`config.mk`:
```
export PLATFORM = sky130hd
export DESIGN_NAME = hashed_tag_lookup
export DESIGN_NICKNAME = d
export VERILOG_FILES = /design/src/rtl/hashed_tag_lookup.sv
export SDC_FILE = /design/constraint.sdc
export NUM_CORES = 2
export LEC_CHECK = 0
export CORE_MARGIN = 2
export CORE_UTILIZATION = 48
export CTS_CLUSTER_DIAMETER = 150
export DETAILED_ROUTE_END_ITERATION = 6
export PLACE_DENSITY = 0.6
export SYNTH_ARGS = -nofsm -noshare
export SYNTH_HDL_FRONTEND = slang
export SYNTH_SLANG_ARGS = --single-unit
```
`constraint.sdc`:
```
create_clock -name clk -period 6.4 [get_ports clk]
set_input_delay 1.28 -clock clk [delete_from_list [all_inputs] [get_ports clk]]
set_output_delay 1.28 -clock clk [all_outputs]
set_load 0.05 [all_outputs]
```
`src/rtl/hashed_tag_lookup.sv`:
```
// Direct-mapped tag/valid store indexed by an XOR-folded fetch address, with a
// valid/ready lookup port, line fills and an invalidate-all sweep.
// Optional hit/miss counters: define HASHED_TAG_LOOKUP_STATS_EN.
module hashed_tag_lookup #(
  parameter int unsigned ADDR_W  = 32,
  parameter int unsigned INDEX_W = 6
) (
  input  logic               clk,
  input  logic               rst,
  input  logic               req_valid,
  output logic               req_ready,
  input  logic [ADDR_W-1:0]  req_addr,
  output logic               resp_valid,
  output logic               resp_hit,
  output logic [INDEX_W-1:0] resp_index,
  input  logic               fill_valid,
  input  logic [ADDR_W-1:0]  fill_addr,
  input  logic               inv_start,
  output logic               busy
`ifdef HASHED_TAG_LOOKUP_STATS_EN
  ,
  output logic [15:0]        hit_count,
  output logic [15:0]        miss_count
`endif
);

  localparam int unsigned WORD_W = ADDR_W - 2;
  localparam int unsigned DEPTH  = 2 ** INDEX_W;

  typedef enum logic [0:0] {StSweep, StIdle} stateE;

  // XOR of zero-padded INDEX_W-bit slices: bit i of the word lands on bit i mod INDEX_W.
  function automatic logic [INDEX_W-1:0] hashWord(input logic [WORD_W-1:0] word);
    logic [INDEX_W-1:0] h;
    h = '0;
    for (int i = 0; i < int'(WORD_W); i++) begin
      h[i % INDEX_W] ^= word[i];
    end
    return h;
  endfunction

  stateE              stateQ, stateD;
  logic [INDEX_W-1:0] cntQ, cntD;
  logic [DEPTH-1:0]   validQ;
  logic [WORD_W-1:0]  tagQ [DEPTH];
  logic               respValidQ, respHitQ;
  logic [INDEX_W-1:0] respIndexQ;

  logic               clrEn, fillEn, accept, lookupHit;
  logic [WORD_W-1:0]  reqWord, fillWord;
  logic [INDEX_W-1:0] reqIdx, fillIdx;
  logic               unusedAddrBits;

  assign reqWord        = req_addr[ADDR_W-1:2];
  assign fillWord       = fill_addr[ADDR_W-1:2];
  assign reqIdx         = hashWord(reqWord);
  assign fillIdx        = hashWord(fillWord);
  assign unusedAddrBits = ^{req_addr[1:0], fill_addr[1:0]};

  // Read-before-write: the lookup compares against contents before this cycle's fill.
  assign lookupHit = validQ[reqIdx] && (tagQ[reqIdx] == reqWord);
  assign accept    = req_valid && req_ready;

  always_comb begin
    stateD    = stateQ;
    cntD      = cntQ;
    req_ready = 1'b0;
    busy      = 1'b0;
    clrEn     = 1'b0;
    fillEn    = 1'b0;
    unique case (stateQ)
      StSweep: begin
        busy  = 1'b1;
        clrEn = !rst;
        if (inv_start) begin
          cntD = '0;
        end else begin
          cntD = cntQ + 1'b1;
          if (&cntQ) stateD = StIdle;
        end
      end
      StIdle: begin
        if (inv_start) begin
          stateD = StSweep;
          cntD   = '0;
        end else begin
          req_ready = 1'b1;
          fillEn    = fill_valid && !rst;
        end
      end
      default: stateD = StSweep;
    endcase
  end

  always_ff @(posedge clk) begin
    if (rst) begin
      stateQ <= StSweep;
      cntQ   <= '0;
    end else begin
      stateQ <= stateD;
      cntQ   <= cntD;
    end
  end

  // Valid bits rely on the post-reset sweep rather than a reset branch.
  always_ff @(posedge clk) begin
    if (clrEn) begin
      validQ[cntQ] <= 1'b0;
    end else if (fillEn) begin
      validQ[fillIdx] <= 1'b1;
    end
  end

  always_ff @(posedge clk) begin
    if (fillEn) tagQ[fillIdx] <= fillWord;
  end

  always_ff @(posedge clk) begin
    if (rst) begin
      respValidQ <= 1'b0;
      respHitQ   <= 1'b0;
      respIndexQ <= '0;
    end else begin
      respValidQ <= accept;
      if (accept) begin
        respHitQ   <= lookupHit;
        respIndexQ <= reqIdx;
      end
    end
  end

  assign resp_valid = respValidQ;
  assign resp_hit   = respHitQ;
  assign resp_index = respIndexQ;

`ifdef HASHED_TAG_LOOKUP_STATS_EN
  logic [15:0] hitCntQ, missCntQ;

  always_ff @(posedge clk) begin
    if (rst) begin
      hitCntQ  <= '0;
      missCntQ <= '0;
    end else if (respValidQ) begin
      if (respHitQ) begin
        if (hitCntQ != 16'hFFFF) hitCntQ <= hitCntQ + 16'd1;
      end else begin
        if (missCntQ != 16'hFFFF) missCntQ <= missCntQ + 16'd1;
      end
    end
  end

  assign hit_count  = hitCntQ;
  assign miss_count = missCntQ;
`endif

endmodule

```
==> key figures <==
Power and ir drop
  • Power Dens Cells: ~360 nW/µm²
  • Worst IR Drop VDD: between 0.0003 and 0.0004 V
  • Tot Pwr: 32,600 µW
  • Leak: approximately 0.03 µW

Clock tree
  • CTS Buf Count: 198
  • CTS tree: done
  • CTS Sinks: 1,999
  • H-tree Lvls: 4
  • Cts repair resizes: 0
  • Post-CTS setup repair buffer count: 0
  • Cts hold-fix bufs: 0
  • Bufs on Longest Clock Path: 3
  • Worst-path clk slew: around 0.060 ns
  • Clock latency on the worst-skew pair: 0.85 ns
  • Root Driver: clkbuf_16

STA
  • Unrepaired setup endpoints after global routing: no
  • Slew @ Worst Pin: approximately 1.1 ns
  • Hold WS: 0.487 ns
  • Setup-failing EPs final: 0
  • Max_slew headroom: 24.2%
  • Hold Vio Cnt, Final: 0
  • Tcrit/Tclk final: 86.8%
  • Final Skew: 0.0292 ns
  • Total negative slack: 0 ns
  • Achievable frequency: 180 MHz
  • Final min period: 5.55 ns
  • Fin. max-slew vios: 0

Drt
  • Remaining DRCs: 0
  • Initial DRC count: 8,186
  • Vias: 48,900
  • Routed WL: 257 mm
  • Antenna violation net count after detailed routing: 0
  • Routed WL per cell: 33.1 µm
  • DRT Pass-1 Iters: 6
  • DR vias/cell: 6.29

Critical path
  • CP Class: in2reg
  • Setup crit start kind: primary input
  • Critical path cell sequence: clkdlybuf4s50_1 -> xnor3_2 -> xor2_4 -> buf_12 -> nand2_1 -> and3_1 -> a31oi_1 -> xor2_1 -> a22oi_1 -> a21oi_1 -> nor4_1 -> a221oi_1 -> nand4b_1 -> o21ai_1
  • Worst path max stage delay: 0.94 ns
  • Largest fanout on the critical path: 27
  • Arr. time, crit path: about 6.3 ns
  • CP max stage cell: nor4_1
  • WP data required: a little over 7 ns
  • Critical path capture point type: flop

Layout
  • Most frequent cells in the layout: edfxtp_1, nand2_1, nand3_1
  • Layout cells sized above 1: around 16%
  • Commonest non-fill, non-tap cell in the layout: edfxtp_1
  • Layout Nets: 5,481
  • Area Growth Syn to Fin: 14.3%

Logic synthesis
  • Main synth FF type: edfxtp_1
  • Post-Syn Area per Cell: 15.6 µm²
  • Mapped Area: 80,300 µm²
  • Post-Synthesis Cells: 5,142
  • EDFF count, synth: roughly 2,000
  • Syn Nets: 5,212
  • Yosys reg bits: 1,999
  • Sequential area share after synthesis: 74.6%
  • Yosys cell types: 72
  • FFs w/ async S/R, synth: 0%
  • Yosys Warn Count: 0

Die
  • Top Ports: 79
  • Initial core utilization: 48.2%
  • Core area: 167,000 µm²
  • Die Height: 413 µm
  • Die footprint: 171,000 µm²
  • Cell Rows: 150
  • Die width: 413 µm

Run
  • Max Cap Viol: 0

Global route
  • Pin count of the biggest net entering global routing: 82
  • Initial antenna violation count: 9
  • Global-route wire length before repair: ~360 mm
  • GRT Total Usage: 30.1%
  • Vias in the first global route: 46,200
  • GR Overflow Total: 0

Placed design
  • RePlAce Congestion: 0.928
  • Detail Placement HPWL: 149 mm
  • I/O Buffers: 74

Worst hold path
  • Worst min-delay path class: reg2reg

Outcome
  • Status: finished, final reports clean
kinds of logic (layout without fill, tap and decap cells):
| kind of cell | after synthesis | count (layout) | synth area share [%] |
|---|---|---|---|
| other | 0 | 1 | 0 |
| muxes | 381 | 381 | 7.64 |
| buffers and inverters | 316 | 741 | 2.32 |
| AOI/OAI and AO/OA | 530 | 530 | 4.37 |
| xor gates and xnor gates | 116 | 116 | 1.44 |
| DFF | 1999 | 1999 | 74.6 |
| and+or+nand+nor | 1799 | 1799 | 9.63 |
| adders and majority gates | 1 | 1 | 0.0156 |
flip-flops by register name (all words and copies together) (netlist names):
| name | cells |
|---|---|
| resp_valid | 1 |
| stateQ | 1 |
| validQ | 64 |
| tagQ | 1920 |
| cntQ | 6 |
| resp_index | 6 |
| resp_hit | 1 |
cell usage after synthesis, drive strengths merged, types with 5 or more instances:
cell	count	share of area [%]
a2111oi	5	0.062
a211oi	6	0.056
a21oi	81	0.50
a221oi	34	0.38
a22oi	27	0.25
a311oi	7	0.076
a31oi	66	0.51
a32o	7	0.087
a32oi	73	0.80
and3	31	0.24
buf	212	1.8
clkbuf	95	0.44
dfxtp	15	0.37
edfxtp	1984	74
inv	9	0.042
mux2i	194	2.4
mux4	185	5.2
nand2	1054	4.9
nand2b	5	0.039
nand3	443	2.8
nand4	80	0.62
nor2	138	0.67
nor3	18	0.11
nor4	7	0.055
o2111ai	17	0.19
o211ai	7	0.065
o21ai	159	0.99
o22ai	15	0.12
o31ai	6	0.056
or3	5	0.039
xnor2	66	0.76
xor2	43	0.48
metal layers:
metal	wire length, µm	GRT usage, %
met1	99900	42.6
met2	116000	45.2
met3	30500	7.22
met4	10900	12.1
met5	80	0
critical path, delay by kind of cell:
kind	cells	cell delay [ns]
XOR/XNOR	3	1.55
AND/OR/NAND/NOR	4	1.45
buffers and inverters	2	1.04
AO/OA/AOI/OAI	5	0.98
stage by stage:
| step | instances | setup WS (ns) | area, µm² | utilization (%) |
|---|---|---|---|---|
| 6_report | 7772 | 0.847 | 91800 | 55.1 |
| 5_1_grt | 7771 | 0.706 | 91800 | 55.1 |
| 4_1_cts | 7771 | 1.07 | 91800 | 55.1 |
| 3_5_place_dp | 7415 | 0.176 | 85600 | 51.4 |
| 3_3_place_gp | 7415 | 0.168 | 85600 | 51.4 |
| 2_1_floorplan | 5142 | 1.30 | 80300 | - |
layout make-up:
cell class / instances / area, µm²
Timing Repair Buffer: 376 / 3730
Fill cell: 13100 / 74900
Tap cell: 2204 / 2760
Antenna cell: 1 / 2.50
Clock inverter: 107 / 1020
Clock buffer: 249 / 5170
Inverter: 9 / 33.8
Multi-Input combinational cell: 2827 / 19200
Sequential cell: 1999 / 59900
path summary, 6_finish.rpt:
path                                     from             to  slack, ns  cells after the start
worst max register to register         stateQ   tagQ[21][28]       2.96                      5
worst max-delay path             req_addr[26]       resp_hit       0.85                     14
worst min register to register  resp_index[1]  resp_index[1]       0.49                      2
worst min-delay path            resp_index[1]  resp_index[1]       0.49                      2
power breakdown:
group,switching (µW),internal [µW]
clock,5000,6220
sequential,14.3,14400
combinational,4680,2310
total,9690,23000
No activity file was read; power rests on OpenSTA's default activity.
